File: config.mk
export PLATFORM = sky130hd
export DESIGN_NAME = gain_pwm_driver
export DESIGN_NICKNAME = d
export VERILOG_FILES = /design/src/rtl/gain_pwm_driver.sv
export SDC_FILE = /design/constraint.sdc
export NUM_CORES = 1
export LEC_CHECK = 0
export CELL_PAD_IN_SITES_DETAIL_PLACEMENT = 0
export CELL_PAD_IN_SITES_GLOBAL_PLACEMENT = 1
export CORE_AREA = 2 2 155 157
export DETAILED_ROUTE_END_ITERATION = 12
export DIE_AREA = 0 0 157 159
export PLACE_DENSITY_LB_ADDON = 0.12
export SLEW_MARGIN = 40
export SYNTH_ARGS = -nofsm -noshare
export SYNTH_HDL_FRONTEND = slang
export SYNTH_SLANG_ARGS = --single-unit
File: constraint.sdc
create_clock -name clk -period 17.1 [get_ports clk]
set_clock_uncertainty 0.15 [all_clocks]
set_input_delay 3.42 -clock clk [delete_from_list [all_inputs] [get_ports clk]]
set_output_delay 3.42 -clock clk [all_outputs]
set_load 0.03 [all_outputs]
File: src/rtl/gain_pwm_driver.sv
// PWM output stage: latches coprocessor gain results, slews the applied duty once per
// PWM period and falls back to 0 % when results stop arriving.
module gain_pwm_driver #(
  parameter int unsigned PERIOD_CYCLES   = 1000,
  parameter int unsigned SLEW_STEP       = 5,
  parameter int unsigned TIMEOUT_PERIODS = 8
) (
  input  logic       clk,
  input  logic       rst,
  input  logic       enable,
  input  logic       valid_in,
  input  logic [7:0] G_in,
  output logic       pwm_out,
  output logic [7:0] duty_cur,
  output logic [7:0] target,
  output logic       update_ack,
  output logic       period_tick,
  output logic       timeout_flag
);

  typedef enum logic [1:0] {
    IDLE,
    RUN,
    FAILSAFE
  } state_t;

  localparam logic [15:0]        CNT_LAST  = 16'(PERIOD_CYCLES - 1);
  localparam logic signed [9:0]  SLEW      = 10'(SLEW_STEP);
  localparam logic [7:0]         TMO_LIMIT = 8'(TIMEOUT_PERIODS);
  localparam logic [23:0]        PERIOD_W  = 24'(PERIOD_CYCLES);

  state_t      state_q, state_d;
  logic [15:0] cnt_q, cnt_d;
  logic [15:0] thr_q, thr_d;
  logic [7:0]  duty_q, duty_d;
  logic [7:0]  target_q, target_d;
  logic [7:0]  tmo_q, tmo_d;
  logic        pwm_q, pwm_d;
  logic        ack_q, ack_d;

  logic              tick;
  logic [7:0]        g_clamped;
  logic signed [9:0] duty_s, target_s, diff_s, step_s;
  logic [7:0]        d_next;
  logic [23:0]       thr_prod;

  assign tick      = (cnt_q == CNT_LAST);
  assign g_clamped = (G_in > 8'd100) ? 8'd100 : G_in;

  // Signed headroom keeps duty +/- SLEW from wrapping near 0 and 100.
  always_comb begin : slew_calc
    duty_s   = signed'({2'b00, duty_q});
    target_s = signed'({2'b00, target_q});
    diff_s   = target_s - duty_s;
    if (diff_s > SLEW)       step_s = duty_s + SLEW;
    else if (diff_s < -SLEW) step_s = duty_s - SLEW;
    else                     step_s = target_s;
    if (step_s < 10'sd0)        d_next = '0;
    else if (step_s > 10'sd100) d_next = 8'd100;
    else                        d_next = step_s[7:0];
    thr_prod = 24'(d_next) * PERIOD_W;
  end

  always_comb begin : next_state
    state_d  = state_q;
    cnt_d    = cnt_q;
    thr_d    = thr_q;
    duty_d   = duty_q;
    target_d = target_q;
    tmo_d    = tmo_q;
    pwm_d    = 1'b0;
    ack_d    = 1'b0;
    if (!enable) begin
      state_d = IDLE;
      cnt_d   = '0;
      thr_d   = '0;
      duty_d  = '0;
      tmo_d   = '0;
    end else begin
      case (state_q)
        IDLE: begin
          state_d = RUN;
          cnt_d   = '0;
          thr_d   = '0;
          duty_d  = '0;
          tmo_d   = '0;
        end
        RUN, FAILSAFE: begin
          pwm_d = (cnt_q < thr_q);
          cnt_d = tick ? '0 : cnt_q + 16'd1;
          // Slew uses the target held before this edge; a same-cycle capture lands next period.
          if (tick) begin
            duty_d = d_next;
            thr_d  = 16'(thr_prod / 24'd100);
            if (tmo_q < TMO_LIMIT) tmo_d = tmo_q + 8'd1;
          end
          if (valid_in) begin
            target_d = g_clamped;
            tmo_d    = '0;
            ack_d    = 1'b1;
            state_d  = RUN;
          end else if (tick && (tmo_d == TMO_LIMIT)) begin
            state_d  = FAILSAFE;
            target_d = '0;
          end
        end
        default: state_d = IDLE;
      endcase
    end
  end

  always_ff @(posedge clk or posedge rst) begin
    if (rst) begin
      state_q  <= IDLE;
      cnt_q    <= '0;
      thr_q    <= '0;
      duty_q   <= '0;
      target_q <= '0;
      tmo_q    <= '0;
      pwm_q    <= 1'b0;
      ack_q    <= 1'b0;
    end else begin
      state_q  <= state_d;
      cnt_q    <= cnt_d;
      thr_q    <= thr_d;
      duty_q   <= duty_d;
      target_q <= target_d;
      tmo_q    <= tmo_d;
      pwm_q    <= pwm_d;
      ack_q    <= ack_d;
    end
  end

  assign pwm_out      = pwm_q;
  assign duty_cur     = duty_q;
  assign target       = target_q;
  assign update_ack   = ack_q;
  assign period_tick  = tick;
  assign timeout_flag = (state_q == FAILSAFE);

endmodule
==> metrics.md <==
| Metric | Value |
|---|---|
| Worst path most repeated cell | `inv_1` |
| CP required | `17120 ps` |
| Post-DP HPWL | `16800 um` |
| CP max stage delay | `570 ps` |
| Crit path max fanout | `12` |
| Antenna diodes | `0` |
| Area contributors post-synth | `dfrtp_1 18%, ha_1 11%, fa_1 6.1%, nor2_1 4.6%, nand2_1 4.4%` |
| I/O pin cnt | `32` |
| Leading cell types in the layout, fill and taps excluded | `92 x nor2_1, 89 x nand2_1, 77 x inv_1` |
| Post-Synth Adder-Cell Area | `0.174` |
| Clock buffer count from CTS | `5` |
| Clk Latency, worst-skew pair | `300 ps` |
| Routed WL | `21400 um` |
| Commonest non-fill, non-tap cell in the layout | `nor2_1` |
| Maximum buffer depth of the clock tree | `2` |
| Average cell area after synthesis | `7.78 um2` |
| H-tree levels | `2` |
| First-pass GRT wire length | `35800 um` |
| RSZ-0062 raised after global routing | `false` |
| GP Congestion | `0.830` |
| Core box area | `23200 um2` |
| F_max | `63.4 MHz` |
| Fillers | `2467` |
| WP data arrival | `15790 ps` |
| Max Slew Vio Count | `0` |
| Largest net degree at the start of global routing | `57` |
| Worst-Margin Slew | `938 ps` |
| CTS Sinks | `56` |
| Reg area | `1400 um2` |
| Clock root cell | `clkbuf_16` |
| CTS tree | `done` |
| Via-to-Cell Ratio | `5.49` |
| Number of global-route vias before repair | `7034` |
| Main combinational cell family by area after synthesis | `compound AO/OA/AOI/OAI gates` |
| YS warnings | `0` |
| Final setup viols | `0` |
| Post-synth EDFFs | `0` |
| Synth Cell Area | `7580 um2` |
| Antenna viol nets, final | `0` |
| Final nets | `1108` |
| Post-layout minimum cycle time | `15770 ps` |
| Area growth, synth to finish | `12.4%` |
| Area of the multi-input gates | `5780 um2` |
| Row Count | `56` |
| Synth top area share | `0.185` |
| Clk slew on worst S/H paths | `80 ps` |
| Fraction of layout cells with a size suffix above 1 | `0.0665` |
| Synth Flop Type | `dfrtp_1` |
| Area share of and/or/nand/nor cells after synthesis | `0.209` |
| Initial antenna violation count | `0` |
| Slew headroom | `0.373` |
| Wire per inst | `16.1 um` |
| Initial Utilization | `0.327` |
| Post-synthesis mux area share | `0.0208` |
| Die height | `159 um` |
| Synth Instances | `975` |
| PortBufs | `31` |
| Critical path type | `flip-flop to flip-flop` |
| Post-CTS setup buffer count | `0` |
| Cell variety after synth | `88` |
| Hold WC Path Type | `flip-flop to flip-flop` |
| Via count | `7280` |
| Max-cap viol count | `0` |
| Fin crit share | `0.922` |
| Sequential area share after synthesis | `0.185` |
| First-pass detailed-route iteration total | `5` |
| Hold-fix buffers at CTS | `0` |
| Compound-cell area share of the yosys netlist | `0.304` |
| Post-Synth XOR/XNOR Area | `0.0468` |
| #FFs+latches synth | `56` |
| Crit path capture type | `flip-flop` |
| Cell taking the most area after synthesis | `dfrtp_1` |
| Gr ovfl total | `0` |
| Total global-route track usage | `0.172` |
| Residual DRC | `0` |
| Post-synth ARST share | `1.00` |
| Die area | `25000 um2` |
| Count of final hold-check violations | `0` |
| Worst Setup Start Kind | `flip-flop` |
| TNS Setup | `0 ps` |
| Initial DRC Count | `496` |
| Critical path's slowest cell | `fa_1` |
| Die W | `157 um` |
| Status | `complete, no violations` |
[logic make-up (layout without fill, tap and decap cells)]
kind of cell             Yosys count  after routing
adder cells (fa/ha/maj)           92             92
AO/OA/AOI/OAI                    329            329
multiplexers                      15             15
other                              2              6
buffers and inverters            112            140
AND/OR/NAND/NOR                  331            331
XOR/XNOR                          38             38
flip-flops                        56             56
[routing by layer]
layer / vias up / wire length, um / global-route usage
met5: - / 0 / 0
met4: 0 / 354 / 0.0413
met3: 17 / 565 / 0.0103
met2: 134 / 10200 / 0.290
met1: 3477 / 10300 / 0.239
li1: 3652 / - / -
[synthesized netlist by cell type (11+ instances only)]
cell type / count
xnor2_1: 21
nand2b_1: 13
nor2_1: 93
o211ai_1: 19
a21oi_1: 64
nor2b_1: 16
o21ai_0: 59
dfrtp_1: 56
o22ai_1: 24
nor3_1: 25
xor2_1: 15
nand3_1: 30
fa_1: 23
inv_1: 78
and2_1: 11
a21o_1: 18
a31oi_1: 13
nand2_1: 89
clkbuf_1: 20
ha_1: 67
[registers in the layout, indices dropped and copies added, names as in the netlist]
| name | flops |
|---|---|
| tmo_q | 8 |
| state_q | 2 |
| pwm_out | 1 |
| duty_cur | 8 |
| thr_q | 12 |
| cnt_q | 16 |
| update_ack | 1 |
| target | 8 |
[worst max-delay path: cells and delay by family, from the launching register on]
family	cells	cell delay, ps
AOI/OAI and AO/OA	29	7600
xor gates and xnor gates	3	580
adders and majority gates	9	3430
buffers and inverters	8	770
DFF	1	490
and+or+nand+nor	11	2600
[worst paths after layout]
check / startpoint / endpoint / slack, ps / depth (start not counted)
min: tmo_q[7] / tmo_q[7] / 350 / 1
max in group asynchronous: rst / thr_q[7] / 13000 / 3
max reg2reg: duty_cur[0] / thr_q[0] / 1330 / 60
min reg2reg: tmo_q[7] / tmo_q[7] / 350 / 1
min in group asynchronous: rst / state_q[0] / 3430 / 3
max: duty_cur[0] / thr_q[0] / 1330 / 60
[area by class of cell]
type,count,area share
clock buffer,6,0.0151
tap,319,0.0468
multi-input combinational,811,0.678
clock inverter,2,0.00455
timing repair buffer,54,0.0571
inverter,78,0.0343
sequential,56,0.164
[metrics by stage]
| step | setup slack [ps] | util | cells | instance area [um2] | hold WS, ps |
|---|---|---|---|---|---|
| detailed placement | 1220 | 0.360 | 1318 | 8340 | 333 |
| CTS | 1210 | 0.367 | 1326 | 8510 | 356 |
| floorplan | 1910 | - | 979 | 7600 | 299 |
| finish | 1330 | 0.368 | 1326 | 8530 | 349 |
| global placement | 1210 | 0.359 | 1318 | 8330 | 328 |
| global route | 70.7 | 0.368 | 1326 | 8530 | 387 |
[timing repair]
item,4_1_cts,5_1_grt
resized for setup,0,4
endpoints found under the hold margin,0,0
endpoints found under the setup margin,0,1
Power is left out: the tool's default activity adds up to more than one toggle a clock period on the data nets, which glitch-free logic cannot reach.
